[src/rtl/bios_boot_loader_pkg.sv]
// Shared types and constants for the bios boot-time copy sequencer.
package bios_boot_loader_pkg;

  localparam int BIOS_ADDR_W = 18;
  localparam int BIOS_DATA_W = 16;

  localparam logic [1:0] ROM_BE_WORD = 2'b11;
  localparam logic [1:0] ROM_BE_LOW  = 2'b01;

  typedef enum logic [1:0] {
    START = 2'd0,
    READ  = 2'd1,
    WRITE = 2'd2,
    DONE  = 2'd3
  } boot_state_e;

endpackage

[src/rtl/bios_boot_loader.sv]
// Boot-time sequencer: holds the CPU, copies WORDS ROM words into RAM,
// sums them into a 16-bit checksum, then releases the CPU.
//
// RAM write handshake: ram_we is the valid. While ram_we is high, ram_addr
// and ram_wdata are held stable; the word is transferred on the rising edge
// where ram_we and ram_ack are both high. ram_ack with ram_we low is ignored.
module bios_boot_loader
  import bios_boot_loader_pkg::*;
#(
  parameter int                     WORDS    = 4096,
  parameter logic [BIOS_ADDR_W-1:0] SRC_BASE = 18'h00000,
  parameter logic [BIOS_ADDR_W-1:0] DST_BASE = 18'h00000
) (
  input  logic                   clk,
  input  logic                   rst_n,
  input  logic                   restart,
  output logic [BIOS_ADDR_W-1:0] rom_addr,
  output logic [1:0]             rom_be,
  output logic                   rom_ce,
  input  logic [BIOS_DATA_W-1:0] rom_data,
  output logic [BIOS_ADDR_W-1:0] ram_addr,
  output logic [BIOS_DATA_W-1:0] ram_wdata,
  output logic                   ram_we,
  input  logic                   ram_ack,
  output logic                   cpu_hold,
  output logic                   done,
  output logic [BIOS_DATA_W-1:0] checksum
);

  localparam int             CNT_W = $clog2(WORDS) + 1;
  localparam logic [CNT_W-1:0] LAST  = CNT_W'(WORDS - 1);

  boot_state_e             state, state_nxt;
  logic [CNT_W-1:0]        count;
  logic [BIOS_DATA_W-1:0]  wbuf;
  logic [BIOS_DATA_W-1:0]  sum;

  // State register; reset aborts any copy in progress.
  always_ff @(posedge clk or negedge rst_n) begin
    if (!rst_n) state <= START;
    else        state <= state_nxt;
  end

  // Next-state decode: one READ then one or more WRITE cycles per word.
  always_comb begin
    state_nxt = state;
    case (state)
      START:   state_nxt = READ;
      READ:    state_nxt = WRITE;
      WRITE:   if (ram_ack) state_nxt = (count == LAST) ? DONE : READ;
      DONE:    if (restart) state_nxt = START;
      default: state_nxt = START;
    endcase
  end

  // Word counter, read buffer and running checksum (carry out is dropped).
  always_ff @(posedge clk or negedge rst_n) begin
    if (!rst_n) begin
      count <= '0;
      wbuf  <= '0;
      sum   <= '0;
    end else begin
      case (state)
        START: begin
          count <= '0;
          sum   <= '0;
        end
        READ:  wbuf <= rom_data;
        WRITE: if (ram_ack) begin
          sum <= sum + wbuf;
          if (count != LAST) count <= count + 1'b1;
        end
        default: ;
      endcase
    end
  end

  // Output decode from registered state, count and wbuf only.
  always_comb begin
    rom_be    = ROM_BE_WORD;
    rom_ce    = (state == READ);
    ram_we    = (state == WRITE);
    cpu_hold  = (state != DONE);
    done      = (state == DONE);
    rom_addr  = SRC_BASE + BIOS_ADDR_W'(count);
    ram_addr  = DST_BASE + BIOS_ADDR_W'(count);
    ram_wdata = wbuf;
    checksum  = sum;
  end

endmodule
[config.mk]
export PLATFORM = sky130hd
export DESIGN_NAME = bios_boot_loader
export DESIGN_NICKNAME = d
export VERILOG_FILES = /design/src/rtl/bios_boot_loader_pkg.sv /design/src/rtl/bios_boot_loader.sv
export SDC_FILE = /design/constraint.sdc
export NUM_CORES = 1
export LEC_CHECK = 0
export BUFFER_PORTS_ARGS = -buffer_cell sky130_fd_sc_hd__buf_4
export CELL_PAD_IN_SITES_DETAIL_PLACEMENT = 1
export CELL_PAD_IN_SITES_GLOBAL_PLACEMENT = 1
export CORE_MARGIN = 8
export CORE_UTILIZATION = 34
export DETAILED_ROUTE_END_ITERATION = 8
export PLACE_DENSITY = 0.78
export SYNTH_ARGS = -nofsm -noshare
export SYNTH_HDL_FRONTEND = slang
export SYNTH_SLANG_ARGS = --single-unit
[constraint.sdc]
create_clock -name clk -period 2 [get_ports clk]
set_clock_uncertainty 0.05 [all_clocks]
set_input_delay 0 -clock clk [delete_from_list [all_inputs] [get_ports clk]]
set_output_delay 0 -clock clk [all_outputs]
set_load 0.02 [all_outputs]
==> metrics.yaml <==
outcome: "finished, violations left"
violations: "negative setup slack"
comb_power_share_pct: 67.1
fin_cells: 533
diodes: 0
slew_viol_final: 0
cts_tree: "yes"
cp.required_ns: 2.19
clock_latency_ns: 0.31
nNetsFinal: 464
ant_nets: 0
vias: 2673
cts.reportedPaths.clkPinSlew_ns: 0.09
synth_flop_cell: "dfrtp_1"
grt_pass1_wl_mm: 15.6
hold_viol_final: 0
drive_gt1_share_pct: 48.6
initial_core_util_pct: 34.4
nFillCells: 952
wl_per_cell_um: 18.5
cap_violations: 0
p_total_uw: 6920
p_clk_share_pct: 9.5
drt_first_pass_iters: 4
fp-row-count: 33
ys_seq_area_share_pct: 42.3
place_area_um2: 3860
vdd_ir_drop_max_mv: 0.515
htreeDepth: 2
final_common_cell: "buf_4"
die_y_um: 106
r2r_slack_ns: -0.22
antenna_found_initial: 0
setup_viol: 7
grt_util_all_layers_pct: 16.9
synthCells: 281
cts_sinks: 47
die_area_um2: 11300
area_delta_synth_final_pct: 54.3
crit_path_start_kind: "flip-flop"
final_area_um2: 4290
timing.hold.ws_ns: 0.135
routed_wl_mm: 9.85
ys_async_sr_fraction_pct: 100
synth-edff-count: 0
core-area_um2: 8090
seq_power_share_pct: 23.4
dpl.hpwl_mm: 6.69
clockRootBuffer: "clkbuf_8"
drt-vias-per-instance: 5.02
avgSynthCellArea_um2: 9.90
netlist.area_leader.share_pct: 42.3
synth_area_leaders: "dfrtp_1 42%, ha_1 7.2%, buf_4 6.7%"
slew_headroom_pct: 49.9
layout_common_cells: "144 x buf_4, 36 x dfrtp_1, 26 x nand2_1"
synth_seq_cells: 47
grt_pass1_vias: 2985
p_sw_uw: 3060
dp_slack_ns: -0.202
grt_start_max_net_pins: 48
cts_inserted_buffers: 5
cp_cell_sequence: "ha_4 > a21oi_1 > a211o_1 > o2111ai_1 > o211ai_1 > xor2_1 > or3_1 > o21ai_1"
drc: 0
syn_area_um2: 2780
multi_input_area_um2: 1580
internal_power_uw: 3860
seq_area_um2: 1190
fmax_mhz: 450
place_inst: 498
first_iter_violations: 99
yosysWarnings: 0
fin_ws_ns: -0.222
crit_fanout: 5
timing.critical_path.max_delay_family: "compound AO/OA/AOI/OAI gates"
max_stage_delay_ns: 0.43
path_buf_inv: 0
fin_crit_ns: 2.22
yosysTopAreaCell: "dfrtp_1"
critPathSlowestCell: "dfrtp_2"
cp.arrival_ns: 2.41
pin_count: 94
gp_congestion: 0.810
period_share_pct: 111
overflow: 0
cp-end-kind: "flip-flop"
die_x_um: 106
worst_pin_slew_ns: 0.749
portBuffers: 81
swShare_pct: 44.2
crit_type: "flip-flop to flip-flop"
power.leakage_uw: 0.00208
ys_types: 45
worst_hold_path_type: "primary input to flip-flop"
power_density_nw_per_um2: 1610
cts_max_path_buffers: 2
rsz0062_at_grt: "yes"
what timing repair did:
item / in CTS / in global routing
pin swaps: 13 / 6
gates resized for setup: 10 / 10
endpoints found under the hold margin: 65 / 0
setup endpoints to repair: 7 / 16
gates cloned: 0 / 0
hold buffers: 18 / 0
setup buffers: 6 / 3
routing by layer:
metal  global-route usage (%)  wire length, um  up-vias
met3                     2.66              357       20
met4                     5.63              235        0
li1                         -                -     1241
met5                        0                0        -
met1                     19.2             4020     1351
met2                     31.2             5230       61
Yosys cell counts, types with 8 or more instances:
| cell | n |
|---|---|
| a21oi_1 | 13 |
| buf_4 | 25 |
| dfrtp_1 | 47 |
| ha_1 | 16 |
| mux2_2 | 15 |
| nand2_1 | 27 |
| nand3_1 | 10 |
| nor2_1 | 15 |
| o21ai_0 | 14 |
| xnor2_1 | 8 |
| xor2_1 | 12 |
worst min-delay path, delay by kind of cell:
| kind | cells | cell delay [ns] |
|---|---|---|
| buffers and inverters | 1 | 0.12 |
| AND/OR/NAND/NOR | 1 | 0.21 |
| AO/OA/AOI/OAI | 1 | 0.12 |
power by group through the flow:
stage                     clock [uW]  sequential, uW  combinational (uW)
after floorplan                    0            1970                2040
after global placement             0            1600                4070
after detailed placement           0            1620                4200
after CTS                        671            1620                4440
after global routing             709            1660                4980
final                            656            1620                4650
state kept, by name, summed over array words and instances (netlist names):
register   count
state          2
count         13
checksum      16
ram_wdata     16
cell families (layout without fill, tap and decap cells):
kind of cell / Yosys count / count (layout) / share of synthesized area (%)
flip-flops: 47 / 47 / 42.3
XOR/XNOR: 20 / 20 / 6.30
AO/OA/AOI/OAI: 63 / 63 / 14.3
buffers and inverters: 40 / 177 / 8.81
AND/OR/NAND/NOR: 76 / 76 / 13.8
other: 2 / 12 / 0.270
adder cells (fa/ha/maj): 17 / 17 / 7.91
multiplexers: 16 / 16 / 6.43
layout make-up:
| type | count | area share (%) |
|---|---|---|
| Multi-Input combinational cell | 204 | 36.8 |
| Timing Repair Buffer | 162 | 29.4 |
| Sequential cell | 47 | 27.7 |
| Tap cell | 105 | 3.06 |
| Clock buffer | 7 | 2.24 |
| Inverter | 7 | 0.612 |
| Clock inverter | 1 | 0.175 |
metrics by stage:
step	setup TNS, ns	util [%]
CTS	-0.752	52.3
floorplan	-0.350	-
finish	-0.938	53.0
global placement	-0.412	47.8
global route	-1.71	53.0
detailed placement	-0.822	47.8
worst paths after layout:
kind | start | endpoint | cells past startpoint
min | ram_ack | checksum[14] | 3
max | ram_wdata[6] | checksum[15] | 8
min in group asynchronous | rst_n | ram_wdata[13] | 2
min reg2reg | checksum[11] | checksum[11] | 2
max in group asynchronous | rst_n | ram_wdata[5] | 2
max reg2reg | ram_wdata[6] | checksum[15] | 8
Power figures use the tool's default switching activity.
